### config.mk
export PLATFORM = sky130hd
export DESIGN_NAME = regfile_wb_sched_flat
export DESIGN_NICKNAME = d
export VERILOG_FILES = /design/src/rtl/riscv_pkg.sv /design/src/rtl/regfile_wb_sched_if.sv /design/src/rtl/regfile_wb_sched_chk.sv /design/src/rtl/regfile_wb_sched_rr_arbiter.sv /design/src/rtl/regfile_wb_sched.sv /design/src/flat_wrapper.sv
export SDC_FILE = /design/constraint.sdc
export NUM_CORES = 1
export LEC_CHECK = 0
export ABC_AREA = 1
export ABC_CLOCK_PERIOD_IN_PS = 3400
export BUFFER_PORTS_ARGS = -buffer_cell sky130_fd_sc_hd__buf_2
export CAP_MARGIN = 40
export CORE_ASPECT_RATIO = 1.5
export CORE_MARGIN = 2
export CORE_UTILIZATION = 30
export CTS_BUF_LIST = sky130_fd_sc_hd__clkbuf_8
export CTS_CLUSTER_SIZE = 30
export DETAILED_ROUTE_END_ITERATION = 12
export PLACE_DENSITY = 0.61
export SLEW_MARGIN = 20
export SYNTH_ARGS = -nofsm -noshare
export SYNTH_HDL_FRONTEND = slang
export SYNTH_SLANG_ARGS = --single-unit
### constraint.sdc
create_clock -name clock -period 3.4 [get_ports clock]
set_clock_uncertainty 0.1 [all_clocks]
set_input_delay 0.17 -clock clock [delete_from_list [all_inputs] [get_ports clock]]
set_output_delay 0.17 -clock clock [all_outputs]
set_load 0.02 [all_outputs]
### src/rtl/riscv_pkg.sv
// Shared RISC-V integer-pipeline definitions: register-file geometry,
// scoreboard counter width, write-back requester indices and the
// write-back request record.
package riscv_pkg;

    localparam int REG_AW   = 5;
    localparam int NUM_REGS = 32;
    localparam int SB_CNT_W = 2;
    localparam int XLEN     = 32;

    // Write-back requester indices (arbiter port order)
    localparam int WB_ALU    = 0;
    localparam int WB_LOAD   = 1;
    localparam int WB_MULDIV = 2;

    typedef struct packed {
        logic [REG_AW-1:0] rd;
        logic [XLEN-1:0]   data;
    } wb_req_t;

    // Highest value a scoreboard counter can hold
    function automatic logic [SB_CNT_W-1:0] sb_cnt_max();
        return {SB_CNT_W{1'b1}};
    endfunction

endpackage

### src/rtl/regfile_wb_sched_if.sv
// Bundle of write-back requester, register-file write port and issue-stage
// scoreboard query signals for regfile_wb_sched.
interface regfile_wb_sched_if #(
    parameter int n    = 32,
    parameter int NREQ = 3
);
    logic [NREQ-1:0]   req_valid;
    logic [NREQ*5-1:0] req_rd;
    logic [NREQ*n-1:0] req_data;
    logic [NREQ-1:0]   req_ready;
    logic              regwrite;
    logic [5:0]        regaddrW;
    logic [n-1:0]      wdata;
    logic              issue_valid;
    logic [4:0]        issue_rd;
    logic              issue_ready;
    logic [4:0]        rs1;
    logic [4:0]        rs2;
    logic              busy1;
    logic              busy2;
    logic              fwd1_valid;
    logic              fwd2_valid;
    logic [n-1:0]      fwd1_data;
    logic [n-1:0]      fwd2_data;

    modport slave (
        input  req_valid, req_rd, req_data, issue_valid, issue_rd, rs1, rs2,
        output req_ready, regwrite, regaddrW, wdata, issue_ready,
               busy1, busy2, fwd1_valid, fwd2_valid, fwd1_data, fwd2_data
    );

    modport master (
        output req_valid, req_rd, req_data, issue_valid, issue_rd, rs1, rs2,
        input  req_ready, regwrite, regaddrW, wdata, issue_ready,
               busy1, busy2, fwd1_valid, fwd2_valid, fwd1_data, fwd2_data
    );
endinterface

### src/rtl/regfile_wb_sched_chk.sv
// Simulation checker for the write-back scheduler: flags a register-file
// write to a register whose scoreboard counter is already zero.
module regfile_wb_sched_chk (
    input logic clock,
    input logic nreset,
    input logic underflow_i
);
    // Scoreboard underflow is a requester protocol error
    always_ff @(posedge clock) begin
        if (nreset) begin
            assert (!underflow_i)
                else $error("regfile_wb_sched: scoreboard decrement from zero");
        end
    end
endmodule

### src/rtl/regfile_wb_sched_rr_arbiter.sv
// Round-robin arbiter: one-hot grant searched from (last_grant+1) mod NREQ.
// The pointer only advances when the granted request is actually accepted.
module rr_arbiter #(
    parameter int NREQ = 3
) (
    input  logic            clock,
    input  logic            nreset,
    input  logic [NREQ-1:0] req_i,
    input  logic            accept_i,
    output logic [NREQ-1:0] grant_o
);
    localparam int IW = (NREQ > 1) ? $clog2(NREQ) : 1;

    logic [IW-1:0]   last_q;
    logic [IW-1:0]   last_d;
    logic [IW-1:0]   gidx_s;
    logic [NREQ-1:0] grant_s;
    logic            found_s;
    int              scan_idx_s;

    // Rotating priority search starting just after the last winner
    always_comb begin
        grant_s    = {NREQ{1'b0}};
        gidx_s     = last_q;
        found_s    = 1'b0;
        scan_idx_s = 0;
        for (int k = 0; k < NREQ; k++) begin
            scan_idx_s = int'(last_q) + 1 + k;
            if (scan_idx_s >= NREQ) begin
                scan_idx_s = scan_idx_s - NREQ;
            end else begin
                scan_idx_s = scan_idx_s;
            end
            if (!found_s && req_i[scan_idx_s]) begin
                grant_s[scan_idx_s] = 1'b1;
                gidx_s              = IW'(scan_idx_s);
                found_s             = 1'b1;
            end else begin
                found_s = found_s;
            end
        end
        last_d = accept_i ? gidx_s : last_q;
    end

    // Last-grant pointer; reset so that requester 0 wins first
    always_ff @(posedge clock) begin
        if (!nreset) begin
            last_q <= IW'(NREQ - 1);
        end else begin
            last_q <= last_d;
        end
    end

    assign grant_o = grant_s;

endmodule

### src/rtl/regfile_wb_sched.sv
// Write-back scheduler: round-robin arbitration of ALU/load/muldiv writes
// onto the single register-file write port, a registered write stage and a
// per-register 2-bit scoreboard of in-flight writes for RAW stalls.
// Optional feature macro: REGFILE_WB_BYPASS_EN (forward the write-port data
// to rs1/rs2 and drop busy for the last outstanding write).
module regfile_wb_sched
    import riscv_pkg::*;
#(
    parameter int n    = 32,
    parameter int NREQ = 3
) (
    input logic               clock,
    input logic               nreset,
    regfile_wb_sched_if.slave wb
);
    logic [NREQ-1:0]     grant_s;
    logic [NREQ-1:0]     ready_s;
    logic                accept_s;
    wb_req_t             sel_s;
    logic                regwrite_q, regwrite_d;
    logic [REG_AW-1:0]   waddr_q, waddr_d;
    logic [n-1:0]        wdata_q, wdata_d;
    logic [SB_CNT_W-1:0] cnt_q [NUM_REGS];
    logic [SB_CNT_W-1:0] cnt_d [NUM_REGS];
    logic                issue_ready_s;
    logic                issue_fire_s;
    logic                underflow_s;
    logic                inc_s, dec_s;

    rr_arbiter #(.NREQ(NREQ)) u_arb (
        .clock    (clock),
        .nreset   (nreset),
        .req_i    (wb.req_valid),
        .accept_i (accept_s),
        .grant_o  (grant_s)
    );

    assign ready_s  = nreset ? grant_s : {NREQ{1'b0}};
    assign accept_s = |(ready_s & wb.req_valid);

    // Select the granted request and form the next write-port contents
    always_comb begin
        sel_s = '0;
        for (int i = 0; i < NREQ; i++) begin
            if (ready_s[i]) begin
                sel_s.rd   = wb.req_rd[i*REG_AW +: REG_AW];
                sel_s.data = wb.req_data[i*n +: n];
            end else begin
                sel_s = sel_s;
            end
        end
        regwrite_d = accept_s && (sel_s.rd != 5'd0);
        if (accept_s) begin
            waddr_d = sel_s.rd;
            wdata_d = sel_s.data;
        end else begin
            waddr_d = waddr_q;
            wdata_d = wdata_q;
        end
    end

    // Registered write port; reset discards any captured write
    always_ff @(posedge clock) begin
        if (!nreset) begin
            regwrite_q <= 1'b0;
            waddr_q    <= {REG_AW{1'b0}};
            wdata_q    <= {n{1'b0}};
        end else begin
            regwrite_q <= regwrite_d;
            waddr_q    <= waddr_d;
            wdata_q    <= wdata_d;
        end
    end

    assign issue_ready_s = (wb.issue_rd == 5'd0)
                        || (cnt_q[wb.issue_rd] != sb_cnt_max())
                        || (regwrite_q && (waddr_q == wb.issue_rd));
    assign issue_fire_s  = wb.issue_valid && issue_ready_s && (wb.issue_rd != 5'd0);
    assign underflow_s   = regwrite_q && (cnt_q[waddr_q] == 2'd0)
                        && !(issue_fire_s && (wb.issue_rd == waddr_q));

    // Scoreboard next state: +1 on issue, -1 on write, both cancel, floor at 0
    always_comb begin
        inc_s = 1'b0;
        dec_s = 1'b0;
        for (int r = 0; r < NUM_REGS; r++) begin
            inc_s = issue_fire_s && (wb.issue_rd == REG_AW'(r));
            dec_s = regwrite_q && (waddr_q == REG_AW'(r));
            case ({inc_s, dec_s})
                2'b10:   cnt_d[r] = cnt_q[r] + 2'd1;
                2'b01:   cnt_d[r] = (cnt_q[r] == 2'd0) ? 2'd0 : cnt_q[r] - 2'd1;
                default: cnt_d[r] = cnt_q[r];
            endcase
            if (r == 0) begin
                cnt_d[r] = 2'd0;
            end else begin
                cnt_d[r] = cnt_d[r];
            end
        end
    end

    // Scoreboard counters
    always_ff @(posedge clock) begin
        for (int r = 0; r < NUM_REGS; r++) begin
            if (!nreset) begin
                cnt_q[r] <= 2'd0;
            end else begin
                cnt_q[r] <= cnt_d[r];
            end
        end
    end

`ifdef REGFILE_WB_BYPASS_EN
    logic hit1_s, hit2_s;
    assign hit1_s        = regwrite_q && (waddr_q == wb.rs1) && (wb.rs1 != 5'd0);
    assign hit2_s        = regwrite_q && (waddr_q == wb.rs2) && (wb.rs2 != 5'd0);
    assign wb.fwd1_valid = hit1_s;
    assign wb.fwd2_valid = hit2_s;
    assign wb.fwd1_data  = hit1_s ? wdata_q : {n{1'b0}};
    assign wb.fwd2_data  = hit2_s ? wdata_q : {n{1'b0}};
    assign wb.busy1      = (wb.rs1 != 5'd0) && (cnt_q[wb.rs1] != 2'd0)
                        && !(hit1_s && (cnt_q[wb.rs1] == 2'd1));
    assign wb.busy2      = (wb.rs2 != 5'd0) && (cnt_q[wb.rs2] != 2'd0)
                        && !(hit2_s && (cnt_q[wb.rs2] == 2'd1));
`else
    assign wb.fwd1_valid = 1'b0;
    assign wb.fwd2_valid = 1'b0;
    assign wb.fwd1_data  = {n{1'b0}};
    assign wb.fwd2_data  = {n{1'b0}};
    assign wb.busy1      = (wb.rs1 != 5'd0) && (cnt_q[wb.rs1] != 2'd0);
    assign wb.busy2      = (wb.rs2 != 5'd0) && (cnt_q[wb.rs2] != 2'd0);
`endif

    assign wb.req_ready   = ready_s;
    assign wb.regwrite    = regwrite_q;
    assign wb.regaddrW    = {1'b0, waddr_q};
    assign wb.wdata       = wdata_q;
    assign wb.issue_ready = issue_ready_s;

    regfile_wb_sched_chk u_chk (
        .clock       (clock),
        .nreset      (nreset),
        .underflow_i (underflow_s)
    );

endmodule

### src/flat_wrapper.sv
// flat-port wrapper written by rule: the top's interface ports become plain ports
module regfile_wb_sched_flat import riscv_pkg::*;
#(
    parameter int n    = 32,
    parameter int NREQ = 3
)
  (clock, nreset, wb_req_valid, wb_req_rd, wb_req_data, wb_issue_valid, wb_issue_rd, wb_rs1, wb_rs2, wb_req_ready, wb_regwrite, wb_regaddrW, wb_wdata, wb_issue_ready, wb_busy1, wb_busy2, wb_fwd1_valid, wb_fwd2_valid, wb_fwd1_data, wb_fwd2_data);
  regfile_wb_sched_if #(.n(n), .NREQ(NREQ)) wb_i ();
  input logic clock;
  input logic nreset;
  input wire logic [$bits(wb_i.req_valid)-1:0] wb_req_valid;
  input wire logic [$bits(wb_i.req_rd)-1:0] wb_req_rd;
  input wire logic [$bits(wb_i.req_data)-1:0] wb_req_data;
  input wire logic [$bits(wb_i.issue_valid)-1:0] wb_issue_valid;
  input wire logic [$bits(wb_i.issue_rd)-1:0] wb_issue_rd;
  input wire logic [$bits(wb_i.rs1)-1:0] wb_rs1;
  input wire logic [$bits(wb_i.rs2)-1:0] wb_rs2;
  output wire logic [$bits(wb_i.req_ready)-1:0] wb_req_ready;
  output wire logic [$bits(wb_i.regwrite)-1:0] wb_regwrite;
  output wire logic [$bits(wb_i.regaddrW)-1:0] wb_regaddrW;
  output wire logic [$bits(wb_i.wdata)-1:0] wb_wdata;
  output wire logic [$bits(wb_i.issue_ready)-1:0] wb_issue_ready;
  output wire logic [$bits(wb_i.busy1)-1:0] wb_busy1;
  output wire logic [$bits(wb_i.busy2)-1:0] wb_busy2;
  output wire logic [$bits(wb_i.fwd1_valid)-1:0] wb_fwd1_valid;
  output wire logic [$bits(wb_i.fwd2_valid)-1:0] wb_fwd2_valid;
  output wire logic [$bits(wb_i.fwd1_data)-1:0] wb_fwd1_data;
  output wire logic [$bits(wb_i.fwd2_data)-1:0] wb_fwd2_data;
  assign wb_i.req_valid = wb_req_valid;
  assign wb_i.req_rd = wb_req_rd;
  assign wb_i.req_data = wb_req_data;
  assign wb_i.issue_valid = wb_issue_valid;
  assign wb_i.issue_rd = wb_issue_rd;
  assign wb_i.rs1 = wb_rs1;
  assign wb_i.rs2 = wb_rs2;
  assign wb_req_ready = wb_i.req_ready;
  assign wb_regwrite = wb_i.regwrite;
  assign wb_regaddrW = wb_i.regaddrW;
  assign wb_wdata = wb_i.wdata;
  assign wb_issue_ready = wb_i.issue_ready;
  assign wb_busy1 = wb_i.busy1;
  assign wb_busy2 = wb_i.busy2;
  assign wb_fwd1_valid = wb_i.fwd1_valid;
  assign wb_fwd2_valid = wb_i.fwd2_valid;
  assign wb_fwd1_data = wb_i.fwd1_data;
  assign wb_fwd2_data = wb_i.fwd2_data;
  regfile_wb_sched #(.n(n), .NREQ(NREQ)) u_core (.clock(clock), .nreset(nreset), .wb(wb_i));
endmodule
### Word level (Yosys, flattened, before mapping)

Memories as Yosys holds them, arrays and structs flattened.
Index checks and enable logic that the tools add are counted.

| operators by class | value |
|---|---|
| multiplexer cells | 126 |
| bitwise logic cells | 35 |
| reduce and logical (&&, ||, !) cells | 118 |
| add/sub/neg operators | 68 |
| shift operators | 0 |
| eq/ne operators | 126 |
| $mul | 0 |
| divide/modulo/power cells | 0 |
| order comparisons | 9 |

Operator list:

| cell | count |
|---|---|
| == test 5 bit, second input constant | 32 |
| two-way mux 2 bit | 66 |
| one-hot mux 2 bit (2 select lines) | 31 |
| two-way mux 37 bit | 3 |
| greater-or-equal comparator 32 x 1 -> 1 bit, second input constant | 3 |
| < comparator 32 x 4 -> 1 bit, second input constant | 3 |
| two-way mux 32 bit | 3 |
| == test 5 x 4 -> 1 bit, second input constant | 16 |
| logical AND 1 bit | 73 |
| greater-or-equal comparator 32 x 3 -> 1 bit, second input constant | 2 |
| subtractor 32 x 3 -> 32 bit, second input constant | 2 |
| adder 2 x 1 -> 2 bit, second input constant | 31 |
| == test 2 x 1 -> 1 bit, second input constant | 31 |
| == test 2 bit, second input constant | 31 |
| logical NOT 2 bit | 31 |
| subtractor 2 x 1 -> 2 bit, second input constant | 31 |
| == test 5 x 3 -> 1 bit, second input constant | 8 |
| adder 32 x 2 -> 32 bit, second input constant | 1 |
| OR 1 bit | 32 |
| == test 5 x 2 -> 1 bit, second input constant | 4 |
| nonzero test 5 bit | 4 |
| two-way mux 1 bit | 13 |
| two-way mux 3 bit | 4 |
| == test 5 x 1 -> 1 bit, second input constant | 2 |
| other kinds (17) | 25 |

| word-level totals | value |
|---|---|
| output and inout bits | 111 |
| flip-flop bits (word level) | 40 |
| memories kept | 1 |
| bits in latches | 0 |
| bits of input ports | 132 |
| logic and storage cells | 487 |
| bits in writable memories | 64 |
| ROM bits | 0 |

Memory list:

| name | depth | width | rd ports | clocked after memory_dff | wr ports | line | source |
|---|---|---|---|---|---|---|---|
| u_core.cnt_q | 32 | 2 | 34 | 0 | 32 | regfile_wb_sched.sv:23 | `logic [SB_CNT_W-1:0] cnt_q [NUM_REGS];` |

### Logic depth before layout (Yosys ltp)

Gate-level depths: netlist of the first run.

| depth | value |
|---|---|
| word-level depth | 19 |
| gate-level depth with buffers | 19 |
| mapped depth without buffers | 19 |

### Cells and area by module

A second synthesis of the first run with hierarchy kept.

| second synthesis, totals | value |
|---|---|
| cell total of the unflattened synthesis | 1369 |
| area total of the unflattened synthesis | 8999.9 um2 |

By module, submodules not included:

| module | sequential area each (um2) | times used | cells each | area each (um2) |
|---|---|---|---|---|
| regfile_wb_sched | 2001.9 | 1 | 1300 | 8544.4 |
| rr_arbiter | 40.0 | 1 | 69 | 455.4 |

### Worst setup path after synthesis of the first run

OpenSTA, ideal clock, no wires.

| timing | value |
|---|---|
| path type | register to register |
| from | register u_core.u_arb.last_q[0] |
| to | register u_core.waddr_q[0] |
| data required time | 3.183 ns |
| buffers on the path | 1 |
| setup time | 0.117 ns |
| path slack | 0.867 ns |
| period minus slack after synthesis | 2.533 ns |
| stages on the path, launching flop included | 18 |
| arrival | 2.316 ns |
| cell sequence | dfxtp_1 -> inv_1 -> ha_1 -> inv_2 -> nand2_1 -> nand2_1 -> nor2_1 -> nor2_1 -> nand3_1 -> nand2_1 -> nand2_2 -> inv_2 -> nand2_1 -> nand3_4 -> nor2_8 -> buf_4 -> nand2_1 -> o21ai_1 |

| between the ends | value |
|---|---|
| cells in the longest elaborated chain, start to end | 17 |
| elaborated cells on any way between the ends | 53 |
| those cells by class | add/sub (6); order compare (9); mux (27); bitwise (3); reduce/logical (8) |

Ends and longest elaborated chain:

| item | line | source |
|---|---|---|
| from (decl) | regfile_wb_sched_rr_arbiter.sv:14 | `logic [IW-1:0] last_q;` |
| from (signal assigned) | regfile_wb_sched_rr_arbiter.sv:48 | `last_q <= IW'(NREQ - 1);` |
| from (signal assigned) | regfile_wb_sched_rr_arbiter.sv:50 | `last_q <= last_d;` |
| adder 2 x 1 -> 3 bit (*) | regfile_wb_sched_rr_arbiter.sv:28 | `scan_idx_s = int'(last_q) + 1 + k;` |
| branches (longest 11 deep; another with adder 32 x 2 -> 32 bit) | n/a |  |
| two-way mux 3 bit (*) | regfile_wb_sched_rr_arbiter.sv:34 | `if (!found_s && req_i[scan_idx_s]) begin` |
| two-way mux 3 bit (*) | regfile_wb_sched.sv:38 | `assign ready_s = nreset ? grant_s : {NREQ{1'b0}};` |
| named net wb_req_ready[0] | flat_wrapper.sv:18 | `output wire logic [$bits(wb_i.req_ready)-1:0] wb_req_ready;` |
| two-way mux 37 bit (3 in series) | regfile_wb_sched.sv:45 | `if (ready_s[i]) begin` |
| to (signal assigned) | regfile_wb_sched.sv:66 | `waddr_q <= {REG_AW{1'b0}};` |
| to (signal assigned) | regfile_wb_sched.sv:70 | `waddr_q <= waddr_d;` |
| to (decl) | regfile_wb_sched.sv:21 | `logic [REG_AW-1:0] waddr_q, waddr_d;` |

Mark *: on every way through the listed nets, which the timed path passes. The select of a mux whose other input is x is not followed.
A chain may end at the register's enable or synchronous reset.

### Worst setup path after layout of the first run

| timing | value |
|---|---|
| from | register u_core.u_arb.last_q[0] |
| to | register u_core.wdata_q[23] (netlist: u_core.wb.wdata[23]) |

| between the ends | value |
|---|---|
| cells in the longest elaborated chain, start to end | 17 |
| elaborated cells on any way between the ends | 53 |
| those cells by class | add/sub (6); order compare (9); mux (27); bitwise (3); reduce/logical (8) |

Ends and longest elaborated chain:

| item | line | source |
|---|---|---|
| adder 2 x 1 -> 3 bit (*) | regfile_wb_sched_rr_arbiter.sv:28 |  |
| branches (longest 11 deep; another with adder 32 x 2 -> 32 bit) | n/a |  |
| two-way mux 3 bit (*) | regfile_wb_sched_rr_arbiter.sv:34 |  |
| two-way mux 3 bit (*) | regfile_wb_sched.sv:38 |  |
| two-way mux 37 bit (3 in series) | regfile_wb_sched.sv:45 |  |
| to (signal assigned) | regfile_wb_sched.sv:67 | `wdata_q <= {n{1'b0}};` |
| to (signal assigned) | regfile_wb_sched.sv:71 | `wdata_q <= wdata_d;` |
| to (decl) | regfile_wb_sched.sv:22 | `logic [n-1:0] wdata_q, wdata_d;` |

Every way passes the cells marked *. The select of a mux whose other input is x is not followed.

==> flow_summary.toml, run 1 <==
[outcome]
outcome = "finished, final reports clean"

[run]
drv_cap = 0

[worst_setup_path]
slowest_stage = "dlygate4sd3_1"
crit_chain = "inv_1 > ha_2 > inv_2 > nand2_1 > nand3_1 > nand2_2 > nor2_2 > nand3_1 > nand2_1 > nand2_2 > nor2_4 > buf_6 > nand2_1 > nand3_1 > o21ai_0 > dlygate4sd3_1 > o21ai_1"
worstPathMaxFanout = 27
path_buf_inv = 4
crit_path_start = "u_core.u_arb.last_q[0]"
start_kind = "flip-flop"
setup.worst_path.end = "u_core.wb.wdata[23]"
cpLargestDelayFamily = "buffers and inverters"
timing.rr.end = "u_core.wb.wdata[23]"
crit_required_ns = 3.65
arrival_ns = 3.35
critPathKind = "reg -> reg"
rr_startpoint = "u_core.u_arb.last_q[0]"
slowest_delay_ns = 0.56
r2r_slack_ns = 0.30
worstRegToRegCells = 17
path_depth = 17
end_kind = "flip-flop"

[hold_path]
worstHoldPathType = "in -> reg"
holdPathStages = 5

[routing]
drc_errors = 0
wl_mm = 29.60
routedWlPerCell_um = 16.44
vias_per_cell = 5.201
drt-initial-drc-count = 572
postRouteAntennaNets = 0
via_count = 9361
first_pass_iters = 5

[clocking]
cts_tree = "built"
clock_latency_ns = 0.41
clk_pin_slew_ns = 0.11
numCtsBuffers = 9
clockBufferDepth = 2
htree_levels = 3
cts_sinks = 102
cts_root_buffer = "clkbuf_8"

[synth]
synth_edf_count = 0
ys_seq_area_frac = 0.2374
synth_cell_types = 39
synth_warnings = 0
synth_cells = 1264
ys.flop_type = "dfxtp_1"
synthArstFlopShare = 0
syn_area_um2 = 8601
yosys_register_bits = 102
syn_avg_cell_area_um2 = 6.804

[placement]
dp.cells = 1752
port_buffers = 175
dp_hpwl_mm = 23.17
place_congestion = 0.9442

[finish]
nFillCells = 2988
layout.nets = 1679
area_delta_synth_final_pct = 17.21
fin_cells = 1800
drive_gt1_frac = 0.1624

[timing]
worst_pin_slew_ns = 0.6915
min_period_over_period = 0.9106
finalSetupTns_ns = 0
clock.fmax_mhz = 323.0
max-slew-margin-rel = 0.5331
timing.final.max_slew_violations = 0
hold_violations = 0
grt_setup_unrepaired = "false"
layout_min_cycle_time_ns = 3.096
setup_viol = 0

[floorplanning]
chipHeight_um = 211.4
pin_count = 243
start_util = 0.3065
row_count = 75
die-area_um2 = 30070
core_area_um2 = 28060
die_w_um = 142.3

[power]
leakagePower_nw = 4.659
powerDensity_nw_per_um2 = 549.8
vdd_drop_max_mv = 0.6301

[grt]
grt_pass1_wl_mm = 45.33
antenna_found_initial = 1
grt_overflow = 0
grt_pass1_vias = 8800
grt_usage = 0.1941
grt_max_degree = 38
per-stage QoR:
| step | hold WS, ns | utilization | power, mW | instance area [um2] | setup WS [ns] |
|---|---|---|---|---|---|
| after floorplan | 0.2636 | - | 3.790 | 8848 | 0.8669 |
| after global placement | 0.3415 | 0.3409 | 4.693 | 9565 | 0.4224 |
| final | 0.03021 | 0.3593 | 5.543 | 10080 | 0.3038 |
| after detailed placement | 0.3469 | 0.3409 | 4.714 | 9565 | 0.3255 |
| after global routing | 0.02333 | 0.3593 | 5.983 | 10080 | 0.01855 |
| after CTS | 0.001615 | 0.3584 | 5.549 | 10050 | 0.1011 |
cell usage in the layout, fill, tap and decap left out, types with 63 or more instances in the layout:
master    instances
nand2_1         218
buf_2           175
inv_1           139
o21ai_0         133
dfxtp_1         101
nor2_1           99
ha_1             98
nand3_1          75
conb_1           67
a211oi_1         63
power breakdown:
group          total (mW)  internal, mW  leakage (nW)  switching (mW)
clock               0.773         0.274        0.0866           0.498
sequential           1.66          1.45         0.827           0.213
combinational        3.11         0.948          3.75            2.16
cell type report:
type / instances / area, um2 / share of cell area
Timing Repair Buffer: 225 / 1349 / 0.1338
Sequential cell: 102 / 2043 / 0.2027
Tap cell: 346 / 432.9 / 0.04294
Antenna cell: 1 / 2.502 / 0.0002482
Inverter: 147 / 561.8 / 0.05573
Clock buffer: 9 / 123.9 / 0.01229
Multi-Input combinational cell: 963 / 5513 / 0.5469
Clock inverter: 7 / 55.05 / 0.005461
worst min-delay path by stage:
stage	from	endpoint	slack, ns
2_1_floorplan	wb_req_data[76]	u_core.wb.wdata[12]	0.26
3_3_place_gp	u_core.wb.wdata[23]	u_core.wb.wdata[23]	0.34
3_5_place_dp	u_core.wb.wdata[29]	u_core.wb.wdata[29]	0.35
4_1_cts	wb_req_data[21]	u_core.wb.wdata[21]	0.002
5_1_grt	wb_req_data[21]	u_core.wb.wdata[21]	0.02
6_report	wb_req_data[21]	u_core.wb.wdata[21]	0.03
repair_timing:
item,in CTS,in global routing
resized for setup,0,8
setup endpoints to repair,0,32
endpoints found under the hold margin,30,0
hold buffers,31,0
setup buffers,0,0
routing by layer:
| metal | vias up | global-route usage | part of all wire |
|---|---|---|---|
| met1 | 4203 | 0.2135 | 0.38 |
| met4 | 0 | 0.1203 | 0.058 |
| met3 | 99 | 0.03167 | 0.076 |
| met5 | - | 0 | 0 |
| li1 | 4589 | - | - |
| met2 | 470 | 0.3452 | 0.49 |
worst register-to-register path, cell delays in order, from the launching register on:
cell and delay [ns]:
dfxtp_2 0.36, inv_1 0.19, ha_2 0.36, inv_2 0.13, nand2_1 0.08, nand3_1 0.08
nand2_2 0.08, nor2_2 0.17, nand3_1 0.09, nand2_1 0.12, nand2_2 0.10, nor2_4 0.10
buf_6 0.21, nand2_1 0.08, nand3_1 0.06, o21ai_0 0.08, dlygate4sd3_1 0.56, o21ai_1 0.11
state kept, by name, indices dropped and copies added (netlist names):
name                 count
u_core.cnt_q            62
u_core.waddr_q           5
u_core.u_arb.last_q      2
u_core.wb.regwrite       1
u_core.wb.wdata         32
Yosys cell counts, types with 5 or more instances:
library cell | instances | area, um2
a211oi_1 | 63 | 473.0
a21oi_1 | 56 | 280.3
buf_2 | 12 | 60.06
buf_4 | 71 | 533.0
clkbuf_1 | 30 | 112.6
dfxtp_1 | 102 | 2042
ha_1 | 99 | 1239
inv_1 | 140 | 525.5
nand2_1 | 218 | 818.3
nand3_1 | 75 | 375.4
nand4_1 | 39 | 244.0
nor2_1 | 100 | 375.4
o21ai_0 | 133 | 665.6
o21ai_1 | 31 | 155.2
o221ai_1 | 6 | 52.55
o22ai_1 | 30 | 187.7
o311ai_0 | 14 | 122.6
or2_2 | 5 | 31.28
logic make-up (layout without fill, tap and decap cells):
logic type | count (synthesis) | in the layout | synth area share
and+or+nand+nor | 456 | 456 | 0.2331
AOI/OAI and AO/OA | 340 | 340 | 0.2325
buffers and inverters | 265 | 388 | 0.1516
DFF | 102 | 102 | 0.2374
xor gates and xnor gates | 1 | 1 | 0.001019
adders and majority gates | 99 | 99 | 0.1440
other | 1 | 68 | 0.0004360
No activity file was read; power rests on OpenSTA's default activity.
==> run 2: changes to the inputs <==
Settings changed: PLACE_DENSITY 0.61 to not set, SYNTH_HIERARCHICAL set to 1.
==> run 2 against run 1 <==
Sequential power is 13% lower. Synthesized cell count is 8.3% higher. Register-to-register slack better by 0.09 ns. Final area increased by 5.5%. Maximum frequency shrank 2.0%. Largest power group unchanged.
==> flow_summary.toml, run 2 <==
[synth]
synth_top_family_by_area = "simple AND/OR/NAND/NOR gates"
synth_cell_types = 35
synthArstFlopShare = 0
synth-compound-area-share = 0.2174
synth.mux.area_fraction = 0
yosysMostFrequentCell = "nand2_1"
netlist_top_cells_area = "dfxtp_1, ha_1, nand2_1"
ys_seq_area_frac = 0.2269
yosys_register_bits = 102
yosys.area_share.simple = 0.2651
synth_fa_ha_area_frac = 0.1376
syn_avg_cell_area_um2 = 6.574
synth_top_area_frac = 0.2269
synthXorXnorAreaFrac = 0.0009732
synth_cells = 1369
ys.flop_type = "dfxtp_1"
synth_top_area_cell = "dfxtp_1"
synth_warnings = 6
synth_common_cells = "nand2_1, inv_1, nand3_1"
synth_edf_count = 0
syn_area_um2 = 9000

[grt]
grt_pass1_vias = 9402
grt_pass1_wl_mm = 47.74
grt_busiest_layer = "met2"
met2_usage = 0.3362
grt_usage = 0.1915
antenna_found_initial = 3
grt_overflow = 0
use_met3 = 0.03095
grt_max_degree = 50
met1_usage = 0.2105

[power]
finalPower_mw = 4.315
powerDensity_nw_per_um2 = 405.8
leakagePower_nw = 5.049
vdd_drop_max_mv = 0.3607

[finish]
regMostFlops = "u_core/cnt_q"
layout.nets = 1778
fin_cells = 1946
drive_gt1_frac = 0.1496
area_delta_synth_final_pct = 18.16
nFillCells = 3213
largest_reg_flops = 62
layout_commonest_cell = "nand2_1"
finalInstanceArea_um2 = 10630
layout_common_cells = "nand2_1, buf_2, inv_1"
antenna_cells = 0

[timing]
finalSetupTns_ns = 0
clock.fmax_mhz = 316.7
max-slew-margin-rel = 0.5821
min_period_over_period = 0.9288
layout_min_cycle_time_ns = 3.158
setup_viol = 0
hold_violations = 0
worst_pin_slew_ns = 0.6261
grt_setup_unrepaired = "false"
timing.final.max_slew_violations = 0
worst_hold_slack_ns = 0.05861

[worst_setup_path]
worstRegToRegCells = 14
timing.rr.end = "u_core/waddr_q[3]"
start_kind = "flip-flop"
worstPathMaxFanout = 24
slowest_delay_ns = 0.42
crit_required_ns = 3.13
arrival_ns = 2.89
rr_startpoint = "u_core/u_arb/last_q[0]"
end_kind = "primary output"
crit_path_frequent_cell = "nand2_1"
crit_chain = "inv_1 > buf_4 > ha_1 > nand3b_1 > nand3_4 > nand3_2 > inv_2 > nand2_1 > o211ai_1 > nand2_1 > clkinvlp_4 > buf_6 > buf_2"
r2r_slack_ns = 0.39
slowest_stage = "dfxtp_1"
critPathKind = "reg -> out"

[routing]
vias_per_cell = 5.015
via_count = 9759
routedWlPerCell_um = 15.59
drt-initial-drc-count = 445
drc_errors = 0
postRouteAntennaNets = 0
first_pass_iters = 6
wl_mm = 30.34

[floorplanning]
die-area_um2 = 31430
die_w_um = 145.4
chipHeight_um = 216.1
start_util = 0.3053
row_count = 77
core_area_um2 = 29480
pin_count = 243

[clocking]
cts_sinks = 102
cts_root_buffer = "clkbuf_8"
clk_pin_slew_ns = 0.10
numCtsBuffers = 9
htree_levels = 3
clockBufferDepth = 2
cts_tree = "built"
post_cts_buffers = 0
clock_latency_ns = 0.42

[hold_path]
holdPathEnd = "u_core/wb.wdata[21]"
min_from = "wb_req_data[53]"
holdPathStages = 5
worstHoldPathType = "in -> reg"

[placement]
dp_hpwl_mm = 23.68
place_congestion = 0.9185
dp.cells = 1895
port_buffers = 175
place_area_um2 = 10020

[run]
drv_cap = 0

[outcome]
outcome = "finished, final reports clean"
[run 2: per-layer routing]
| layer | share of wire | vias up |
|---|---|---|
| li1 | - | 4860 |
| met1 | 0.39 | 4372 |
| met3 | 0.063 | 96 |
| met5 | 0.00036 | - |
| met4 | 0.066 | 2 |
| met2 | 0.48 | 429 |
[run 2: where the power goes]
part / internal (mW) / switching, mW
Sequential: 1.32 / 0.126
Clock: 0.501 / 0.470
Combinational: 0.620 / 1.28
[run 2: kinds of logic after synthesis]
| logic type | count (synthesis) |
|---|---|
| AO/OA/AOI/OAI | 332 |
| AND/OR/NAND/NOR | 551 |
| XOR/XNOR | 1 |
| adder cells (fa/ha/maj) | 99 |
| other | 1 |
| buffers and inverters | 283 |
| flip-flops | 102 |
[run 2: cell type report]
type                    instances  area, um2  share of cell area
inverters                     152      576.8             0.05424
multi-input cells            1050       5862              0.5512
clock inverters                 5      98.84            0.009295
flip-flops and latches        102       2042              0.1920
well taps                     395      494.2             0.04648
repair buffers                232       1423              0.1338
clock buffers                  10      137.6             0.01294
[run 2: through the flow]
step,util,worst slack (ns)
6_report,0.3607,0.2422
5_1_grt,0.3607,0.01343
4_1_cts,0.3601,0.08483
3_5_place_dp,0.3398,0.3223
3_3_place_gp,0.3398,0.3745
2_1_floorplan,-,0.4560
[run 2: worst max-delay path by stage]
stage                      startpoint                      to  depth (start not counted)  slack [ns]
5_1_grt        u_core/u_arb/last_q[0]         wb_req_ready[1]                         13        0.01
2_1_floorplan  u_core/u_arb/last_q[0]  u_core/u_arb/last_q[0]                         21        0.46
3_3_place_gp   u_core/u_arb/last_q[0]       u_core/waddr_q[2]                         17        0.37
4_1_cts        u_core/u_arb/last_q[1]         wb_req_ready[1]                         12        0.08
6_report       u_core/u_arb/last_q[0]         wb_req_ready[1]                         13        0.24
3_5_place_dp   u_core/u_arb/last_q[1]       u_core/waddr_q[3]                         17        0.32
[run 2: what timing repair did]
| action | in CTS | in global routing |
|---|---|---|
| hold buffers | 36 | 0 |
| gates resized for setup | 1 | 3 |
| endpoints found under the setup margin | 1 | 1 |
| pin swaps | 0 | 0 |
| endpoints found under the hold margin | 33 | 0 |
[run 2: critical path: cells and delay by family, from the launching register on]
family	cells	cell delay, ns
AND/OR/NAND/NOR	5	0.64
buffers and inverters	6	0.99
flip-flops	1	0.42
adder cells (fa/ha/maj)	1	0.28
AO/OA/AOI/OAI	1	0.13
==> run 3: changes to the inputs <==
Settings changed: SYNTH_HIERARCHICAL 1 to not set.
==> run 3 against run 2 <==
Critical endpoint is now u_core.wb.wdata[13]. First-iteration DRC count up 11%. Clock power up 2%. Sequential power up 16%. Maximum frequency up 5.6%.
==> flow_summary.toml, run 3 (synthesis gave the netlist of run 1 again) <==
[placement]
dp_hpwl_mm = 23.27
place_congestion = 0.9432
place_area_um2 = 9590
port_buffers = 175
dp.cells = 1752
pre_cts_slack_ns = 0.3576

[timing]
setup_ws_ns = 0.4094
worst_pin_slew_ns = 0.7647
setup_viol = 0
hold_violations = 0
timing.final.max_slew_violations = 0
layout_min_cycle_time_ns = 2.991
finalSetupTns_ns = 0
min_period_over_period = 0.8796
grt_setup_unrepaired = "false"
max-slew-margin-rel = 0.4838
worst_hold_slack_ns = 0.005538
clock.fmax_mhz = 334.4

[power]
leakagePower_nw = 4.685
powerDensity_nw_per_um2 = 562.3
vdd_drop_max_mv = 0.5148
finalPower_mw = 5.691

[clocking]
clockBufferDepth = 2
htree_levels = 3
cts_root_buffer = "clkbuf_8"
post_cts_buffers = 0
numCtsBuffers = 9
cts_tree = "built"
cts_sinks = 102
clock_latency_ns = 0.42
clk_pin_slew_ns = 0.10

[floorplanning]
pin_count = 243
row_count = 75
start_util = 0.3065
core_area_um2 = 28060
chipHeight_um = 211.4
die_w_um = 142.3
die-area_um2 = 30070

[routing]
wl_mm = 29.70
first_pass_iters = 5
postRouteAntennaNets = 0
via_count = 9317
drc_errors = 0
drt-initial-drc-count = 495
vias_per_cell = 5.185
routedWlPerCell_um = 16.53

[grt]
antenna_found_initial = 0
grt_usage = 0.1944
grt_max_degree = 58
grt_pass1_wl_mm = 45.33
grt_overflow = 0
grt_pass1_vias = 8811

[worst_setup_path]
crit_required_ns = 3.64
worstPathMaxFanout = 25
crit_path_start = "u_core.u_arb.last_q[0]"
end_kind = "flip-flop"
rr_startpoint = "u_core.u_arb.last_q[0]"
critPathKind = "reg -> reg"
start_kind = "flip-flop"
arrival_ns = 3.23

[finish]
layout_commonest_cell = "nand2_1"
drive_gt1_frac = 0.1607
fin_cells = 1797
regMostFlops = "u_core.cnt_q"
layout.nets = 1677
layout_common_cells = "nand2_1, buf_2, inv_1"
finalInstanceArea_um2 = 10120
post-route-util = 0.3607
largest_reg_flops = 62
area_delta_synth_final_pct = 17.66

[hold_path]
min_from = "wb_req_data[72]"
worstHoldPathType = "in -> reg"

[run]
drv_cap = 0

[outcome]
outcome = "finished, final reports clean"
run 3: cell count changes in the layout (fill, tap and decap cells not counted), moves of 14 or more:
cell	before	now
o21ai_1	9	31
nand3_1	137	75
o31ai_1	31	1
nand2_1	260	218
o311ai_0	0	14
o22ai_1	8	30
nor3_1	35	4
a31oi_1	31	0
nand4_1	0	39
run 3: critical path, stage by stage, from the launching register on:
cell     delay (ns)
dfxtp_2        0.39
inv_1          0.12
ha_1           0.41
inv_2          0.15
nand2_1        0.08
nand2_1        0.08
nor2_1         0.04
nor2_1         0.21
nand3_1        0.10
nand2_1        0.12
nand2_2        0.09
nor2_4         0.43
buf_4          0.26
nand2_1        0.06
nand3_1        0.06
o21ai_0        0.08
o21ai_1        0.13
run 3: path summary, 6_finish.rpt:
path | endpoint | slack (ns) | cells past startpoint
max | u_core.wb.wdata[13] | 0.41 | 16
min reg2reg | u_core.wb.wdata[12] | 0.36 | 2
min | u_core.wb.wdata[8] | 0.006 | 3
max reg2reg | u_core.wb.wdata[13] | 0.41 | 16
run 3: cell type report:
| class | count | area [um2] |
|---|---|---|
| clock buffer | 9 | 123.9 |
| clock inverter | 6 | 111.4 |
| fill | 2952 | 17940 |
| sequential | 102 | 2043 |
| tap | 346 | 432.9 |
| antenna | 1 | 2.502 |
| inverter | 147 | 556.8 |
| multi-input combinational | 963 | 5503 |
| timing repair buffer | 223 | 1346 |
run 3: layer usage:
layer,track usage,vias up,part of all wire
met3,0.03664,77,0.067
met4,0.09207,0,0.042
met5,0,-,0
met2,0.3613,428,0.51
li1,-,4569,-
met1,0.2094,4243,0.38
run 3: report_power, final:
part / switching (mW) / internal, mW
clock: 0.501 / 0.485
combinational: 2.12 / 0.919
sequential: 0.223 / 1.45
total: 2.84 / 2.85
run 3: what timing repair did:
action	CTS	global route
endpoints found under the hold margin	28	0
setup endpoints to repair	0	2
resized for setup	0	1
hold buffers	29	0
